===== config.mk =====
export PLATFORM = sky130hd
export DESIGN_NAME = button_peripheral
export DESIGN_NICKNAME = d
export VERILOG_FILES = /design/src/rtl/button_peripheral.sv
export SDC_FILE = /design/constraint.sdc
export NUM_CORES = 1
export LEC_CHECK = 0
export ABC_AREA = 1
export CORE_MARGIN = 1.5
export CORE_UTILIZATION = 43
export DETAILED_ROUTE_END_ITERATION = 10
export GPL_TIMING_DRIVEN = 0
export PLACE_DENSITY = 0.73
export RECOVER_POWER = 100
export SLEW_MARGIN = 15
export SYNTH_ARGS = -nofsm -noshare
export SYNTH_HDL_FRONTEND = slang
export SYNTH_SLANG_ARGS = --single-unit

===== constraint.sdc =====
create_clock -name clk -period 1.42 [get_ports clk]
set_input_delay 0.142 -clock clk [delete_from_list [all_inputs] [get_ports clk]]
set_output_delay 0.142 -clock clk [all_outputs]
set_load 0.02 [all_outputs]

===== src/rtl/button_peripheral.sv =====
// -----------------------------------------------------------------------------
// button_peripheral
//   Memory-mapped input block. External buttons/switches are synchronised,
//   debounced per bit, and rising edges of the debounced level are latched
//   into sticky pending flags that can raise a masked level interrupt.
//
//   Register map (addr_i[3:2]):
//     0x0 STABLE   RO  debounced levels
//     0x4 PENDING  W1C sticky rising-edge flags
//     0x8 IRQ_EN   RW  interrupt mask
//     0xC RAW      RO  synchroniser output
//
//   Ports:
//     clk, rst_n          clock, asynchronous active-low reset
//     rd_en_i, wr_en_i    bus read / write strobes
//     addr_i, data_i      byte address (only [3:2] decoded), write data
//     data_o              read data, combinational, 0 when rd_en_i = 0
//     btn_i               raw asynchronous inputs
//     irq_o               OR of (pending & irq_en)
// -----------------------------------------------------------------------------
module button_peripheral #(
    parameter int WIDTH           = 8,
    parameter int SYNC_STAGES     = 2,
    parameter int DEBOUNCE_CYCLES = 16
) (
    input  logic             clk,
    input  logic             rst_n,
    input  logic             rd_en_i,
    input  logic             wr_en_i,
    input  logic [31:0]      addr_i,
    input  logic [31:0]      data_i,
    output logic [31:0]      data_o,
    input  logic [WIDTH-1:0] btn_i,
    output logic             irq_o
);

    localparam int CW = $clog2(DEBOUNCE_CYCLES + 1);
    // Acceptance happens on the edge where the count would reach
    // DEBOUNCE_CYCLES, i.e. when it currently holds DEBOUNCE_CYCLES-1.
    localparam logic [CW-1:0] CNT_LAST = CW'(DEBOUNCE_CYCLES - 1);
    localparam logic [CW-1:0] CNT_ONE  = CW'(1);

    localparam logic [1:0] ADDR_STABLE  = 2'd0;
    localparam logic [1:0] ADDR_PENDING = 2'd1;
    localparam logic [1:0] ADDR_IRQ_EN  = 2'd2;
    localparam logic [1:0] ADDR_RAW     = 2'd3;

    logic [WIDTH-1:0] sync_r [SYNC_STAGES];
    logic [CW-1:0]    cnt_r     [WIDTH];
    logic [CW-1:0]    cnt_nxt_s [WIDTH];
    logic [WIDTH-1:0] raw_s;
    logic [WIDTH-1:0] stable_r;
    logic [WIDTH-1:0] stable_nxt_s;
    logic [WIDTH-1:0] pending_r;
    logic [WIDTH-1:0] pending_nxt_s;
    logic [WIDTH-1:0] irq_en_r;
    logic [WIDTH-1:0] w1c_s;
    logic [31:0]      rd_word_s;
    logic             unused_s;

    assign raw_s = sync_r[SYNC_STAGES-1];

    // Upper address bits and unused write-data bits are intentionally ignored.
    assign unused_s = ^{addr_i[31:4], addr_i[1:0], data_i};

    // Input synchroniser: SYNC_STAGES flops per bit.
    always_ff @(posedge clk or negedge rst_n) begin
        if (!rst_n) begin
            for (int s = 0; s < SYNC_STAGES; s++) begin
                sync_r[s] <= '0;
            end
        end else begin
            sync_r[0] <= btn_i;
            for (int s = 1; s < SYNC_STAGES; s++) begin
                sync_r[s] <= sync_r[s-1];
            end
        end
    end

    // Per-bit debounce: count consecutive mismatches, accept on the last one.
    always_comb begin
        stable_nxt_s = stable_r;
        for (int i = 0; i < WIDTH; i++) begin
            cnt_nxt_s[i] = cnt_r[i];
            if (raw_s[i] == stable_r[i]) begin
                cnt_nxt_s[i] = '0;
            end else if (cnt_r[i] == CNT_LAST) begin
                stable_nxt_s[i] = raw_s[i];
                cnt_nxt_s[i]    = '0;
            end else begin
                cnt_nxt_s[i] = cnt_r[i] + CNT_ONE;
            end
        end
    end

    // Pending update: W1C first, then a new rising edge sets (set wins).
    always_comb begin
        w1c_s = '0;
        if (wr_en_i && (addr_i[3:2] == ADDR_PENDING)) begin
            w1c_s = data_i[WIDTH-1:0];
        end else begin
            w1c_s = '0;
        end
        pending_nxt_s = (pending_r & ~w1c_s) | (stable_nxt_s & ~stable_r);
    end

    // Debounce counters, stable levels, pending flags and interrupt mask.
    always_ff @(posedge clk or negedge rst_n) begin
        if (!rst_n) begin
            for (int i = 0; i < WIDTH; i++) begin
                cnt_r[i] <= '0;
            end
            stable_r  <= '0;
            pending_r <= '0;
            irq_en_r  <= '0;
        end else begin
            for (int i = 0; i < WIDTH; i++) begin
                cnt_r[i] <= cnt_nxt_s[i];
            end
            stable_r  <= stable_nxt_s;
            pending_r <= pending_nxt_s;
            if (wr_en_i && (addr_i[3:2] == ADDR_IRQ_EN)) begin
                irq_en_r <= data_i[WIDTH-1:0];
            end else begin
                irq_en_r <= irq_en_r;
            end
        end
    end

    // Read mux: reflects register contents before any same-cycle write.
    always_comb begin
        rd_word_s = 32'd0;
        if (rd_en_i) begin
            case (addr_i[3:2])
                ADDR_STABLE:  rd_word_s[WIDTH-1:0] = stable_r;
                ADDR_PENDING: rd_word_s[WIDTH-1:0] = pending_r;
                ADDR_IRQ_EN:  rd_word_s[WIDTH-1:0] = irq_en_r;
                ADDR_RAW:     rd_word_s[WIDTH-1:0] = raw_s;
                default:      rd_word_s = 32'd0;
            endcase
        end else begin
            rd_word_s = 32'd0;
        end
    end

    assign data_o = rd_word_s;
    assign irq_o  = |(pending_r & irq_en_r);

endmodule


# Yosys cells after proc, flatten, opt, wreduce, memory -nomap -nowiden
# Cells that the tools add are included.
dict set report op_classes {
  n_mux 35
  add_sub_neg 8
  n_bitwise 6
  n_eq_ne 19
  n_reduce_logical 4
}
# cell count
set op_table {}
lappend op_table {{two-way mux 5 bit} 16}
lappend op_table {{adder 5 x 1 -> 5 bit, second input constant} 8}
lappend op_table {{equality test 5 x 4 -> 1 bit, second input constant} 8}
lappend op_table {{case mux 8 bit (4 select lines)} 1}
lappend op_table {{bitwise AND 8 bit} 3}
lappend op_table {{two-way mux 1 bit} 16}
lappend op_table {{two-way mux 8 bit} 2}
lappend op_table {{inverter 8 bit} 2}
lappend op_table {{equality test 1 bit} 8}
lappend op_table {{OR 8 bit} 1}
lappend op_table {{OR reduction 8 bit} 1}
lappend op_table {{equality test 2 bit, second input constant} 2}
lappend op_table {{equality test 2 x 1 -> 1 bit, second input constant} 1}
lappend op_table {{logical AND 1 bit} 2}
lappend op_table {{zero test 2 bit} 1}
dict set report word_totals {
  out_inout_bits 33
  reg_bits 80
  elab_cells 85
}

# Longest topological paths before layout
dict set report depth {
  ltp_word 6
  ltp_mapped 7
  ltp_nobuf 6
}

# Worst setup path before layout
# No wires, ideal clock.
dict set report synth_timing {
  path_type {input -> output}
  start {input addr_i[3]}
  end {output data_o[0]}
  n_path_buf 2
  required_time_ns 1.278
  path_slack_ns 0.389
  arrival_time_ns 0.889
  cell_stages 5
  cell_sequence {buf_6 buf_4 a21oi_1 nor2_1 nor2_1}
}
dict set report synth_via {
  elab_chain_cells 3
  word_cells_on_any_way 6
  classes_between {3 x eq/ne; 2 x mux; 1 x reduce/logical}
}
# item line
set synth_lines {}
lappend synth_lines {{start: declaration} 30} ;# input logic [31:0] addr_i,
lappend synth_lines {{equality test 2 bit, or another cell as far along} 134} ;# case (addr_i[3:2])
lappend synth_lines {{case mux 8 bit (4 select lines) (*)} 134}
lappend synth_lines {{two-way mux 8 bit (*)} 133} ;# if (rd_en_i) begin
lappend synth_lines {{end: declaration} 32} ;# output logic [31:0] data_o,
# Every way passes the cells marked *; elsewhere a longest branch is shown, timed or not.

# Worst setup path in the final report
dict set report layout_timing {
  start {register irq_en_r[5]}
  end {output irq_o}
}
dict set report layout_via {
  elab_chain_cells 2
}
# item line
set layout_lines {}
lappend layout_lines {{start: declaration} 56} ;# logic [WIDTH-1:0] irq_en_r;
lappend layout_lines {{start signal: assignment} 123} ;# irq_en_r <= data_i[WIDTH-1:0];
lappend layout_lines {{start signal: assignment} 125} ;# irq_en_r <= irq_en_r;
lappend layout_lines {{bitwise AND 8 bit} 147} ;# assign irq_o = |(pending_r & irq_en_r);
lappend layout_lines {{OR reduction 8 bit} 147}
lappend layout_lines {{end: declaration} 34} ;# output logic irq_o
# No other way between the ends.

==> impl_metrics.json <==
{
  "clock_skew_ns": 0.0111,
  "grt_max_degree": 58,
  "required_ns": 1.28,
  "ys_seq_elements": 80,
  "finalSetupTns_ns": -0.0148,
  "max_freq_mhz": 697,
  "setup_violations": 1,
  "cts.clk_slew.worst_paths_ns": 0.08,
  "n_fill_cell": 790,
  "drv_cap": 0,
  "area_growth_pct": 21.6,
  "cts_tree": "built",
  "root_buffer": "clkbuf_8",
  "setup_ws_ns": -0.0148,
  "netSwitchingPower_mw": 1.28,
  "yosysWarnings": 0,
  "dp_hpwl_um": 5220,
  "placed_cells": 637,
  "drive_gt1_frac": 0.155,
  "period_share": 1.01,
  "worstSetupPathType": "register to output pin",
  "endpoint_kind": "output pin",
  "rsz0062_at_grt": "yes",
  "firstDrtPassIters": 4,
  "grt_most_used_layer": "met2",
  "grt_util_met3": 0.0293,
  "htreeDepth": 3,
  "die_w_um": 97.7,
  "worst_pin_slew_ns": 0.598,
  "drt_wl_total_um": 7460,
  "r2r_start": "raw_s[4]$_DFF_PN0_",
  "p_sw_frac": 0.269,
  "initial_utilization": 0.443,
  "grt_util_all_layers": 0.171,
  "die-area_um2": 9550,
  "numPortBuffers": 29,
  "utilization": 0.538,
  "final_common_cell": "nand2_1",
  "place.gp.congestion": 0.791,
  "slew-limit-headroom": 0.601,
  "cellLeakagePower_nw": 2.46,
  "rows": 34,
  "grt_pass1_vias": 3108,
  "r2r_slack_ns": 0.24,
  "synth_area_um2": 3860,
  "numCtsBuffers": 9,
  "fp.coreArea_um2": 8720,
  "clkSinkCount": 80,
  "combPwrFrac": 0.147,
  "r2r_cells": 6,
  "critPathMaxFanout": 2,
  "arrival_ns": 1.29,
  "die_y_um": 97.7,
  "synth_cell_type_count": 20,
  "power_density_nw_per_um2": 1010,
  "p_int_mw": 3.47,
  "drtIter0Drc": 147,
  "wl_per_cell_um": 11.2,
  "slew_violations": 0,
  "final_cell_mix": "nand2_1, nor2_1, dfrtp_1",
  "vias_per_cell": 4.71,
  "antenna_cells": 0,
  "r2r-end": "cnt_r[17]$_DFF_PN0_",
  "drc": 0,
  "final_antenna_net_count": 0,
  "grtUsageMet1": 0.201,
  "io_pins": 109,
  "status": "finished, violations left",
  "start_kind": "register",
  "min_path_type": "primary input to async pin",
  "num_vias": 3149,
  "clk_latency_ns": 0.36,
  "vdd_ir_drop_max_uv": 524,
  "clockBufferDepth": 2,
  "syn_avg_cell_area_um2": 8.11,
  "antenna_found_initial": 0,
  "gr-total-overflow": 0,
  "yosysSeqAreaShare": 0.519,
  "layout.nets": 639,
  "violations": "negative setup slack",
  "gr-usage-met2": 0.299,
  "postSynthCellCount": 476,
  "grt_first_pass_wirelength_um": 13300,
  "seq_power_share": 0.528,
  "final_cells": 668,
  "pwr-share-clk": 0.325,
  "fin_crit_ns": 1.43,
  "hold_viol_final": 0
}
==> sequential cells by signal (all words and copies together), names as in the netlist <==
signal and cells:
stable_r 8, pending_r 8, raw_s 8, sync_r 8, irq_en_r 8, cnt_r 40
==> worst max-delay path by stage <==
stage | start | cells past startpoint | slack, ns | to
after floorplan | addr_i[3] | 5 | 0.39 | data_o[0]
after global placement | rst_n | 1 | -2.59 | cnt_r[18]$_DFF_PN0_
after detailed placement | addr_i[2] | 6 | -0.65 | data_o[4]
after CTS | pending_r[7]$_DFF_PN0_ | 5 | -0.03 | irq_o
after global routing | irq_en_r[0]$_DFFE_PN0P_ | 5 | -0.1 | data_o[0]
final | irq_en_r[5]$_DFFE_PN0P_ | 4 | -0.01 | irq_o
==> kinds of logic (layout without fill, tap and decap cells) <==
group,Yosys count,after routing,synth area share
buffers and inverters,83,144,0.111
flip-flops,80,80,0.519
other,1,24,0.000972
adder cells (fa/ha/maj),8,8,0.0259
AND/OR/NAND/NOR,264,264,0.284
XOR/XNOR,8,8,0.0182
AO/OA/AOI/OAI,32,32,0.0415
==> timing repair <==
action,4_1_cts,5_1_grt
endpoints found under the setup margin,9,9
pin swaps,3,12
gates resized for setup,42,28
buffers inserted,8,6
hold buffers,1,0
hold endpoints to repair,23,0
==> routing by layer <==
metal	up-vias	wire (um)
met1	1443	3330
met2	77	3590
li1	1609	-
met4	0	247
met5	-	0
met3	20	293
==> synthesized netlist by cell type <==
master   instances  area share
xor2_1           8       0.018
o21ai_1          2      0.0026
nor2_4           1      0.0029
buf_6            1      0.0029
nor2_1          95       0.092
inv_2            1     0.00097
ha_1             8       0.026
a21oi_1         14       0.018
inv_1           52       0.051
nand2_1        108        0.11
dfrtp_1         80        0.52
nor3_1          16       0.021
o21ai_0         16       0.021
nand2_2          1      0.0016
buf_4           28       0.054
inv_4            1      0.0016
nand3_1         34       0.044
nand4_1          8       0.013
conb_1           1     0.00097
nand3_4          1      0.0045
==> worst max-delay path: stages (launching register included) <==
cell and delay (ns):
dfrtp_1 0.40, buf_4 0.15, a21oi_2 0.13, nand3_2 0.11, buf_6 0.15
==> final cells by class <==
cell class                 instances  area, um2  share of cell area
tap                              108        135              0.0288
buffer                            29        218              0.0464
inverter                          54        205              0.0437
multi-input combinational        336       1560               0.332
clock inverter                     3       15.0             0.00320
sequential                        80       2000               0.427
clock buffer                      13        169              0.0360
timing repair buffer              45        390              0.0832
==> power by group through the flow <==
stage                     logic (mW)  registers, mW  clock network, mW
final                          0.696           2.51               1.54
after global routing           0.783           2.52               1.68
after CTS                      0.657           2.50               1.59
after detailed placement       0.642           2.55                  0
after global placement         0.620           2.54                  0
after floorplan                0.404           2.53                  0
==> through the flow <==
step                      hold slack (ns)  worst slack (ns)  total power [mW]  area, um2
final                               0.313           -0.0148              4.75       4690
after global routing                0.327           -0.0980              4.99       4690
after CTS                           0.213           -0.0282              4.74       4620
after detailed placement           0.0708            -0.653              3.19       4400
after global placement              0.331             -2.59              3.16       4370
after floorplan                    -0.154             0.389              2.93       3950
Power figures use the tool's default switching activity.
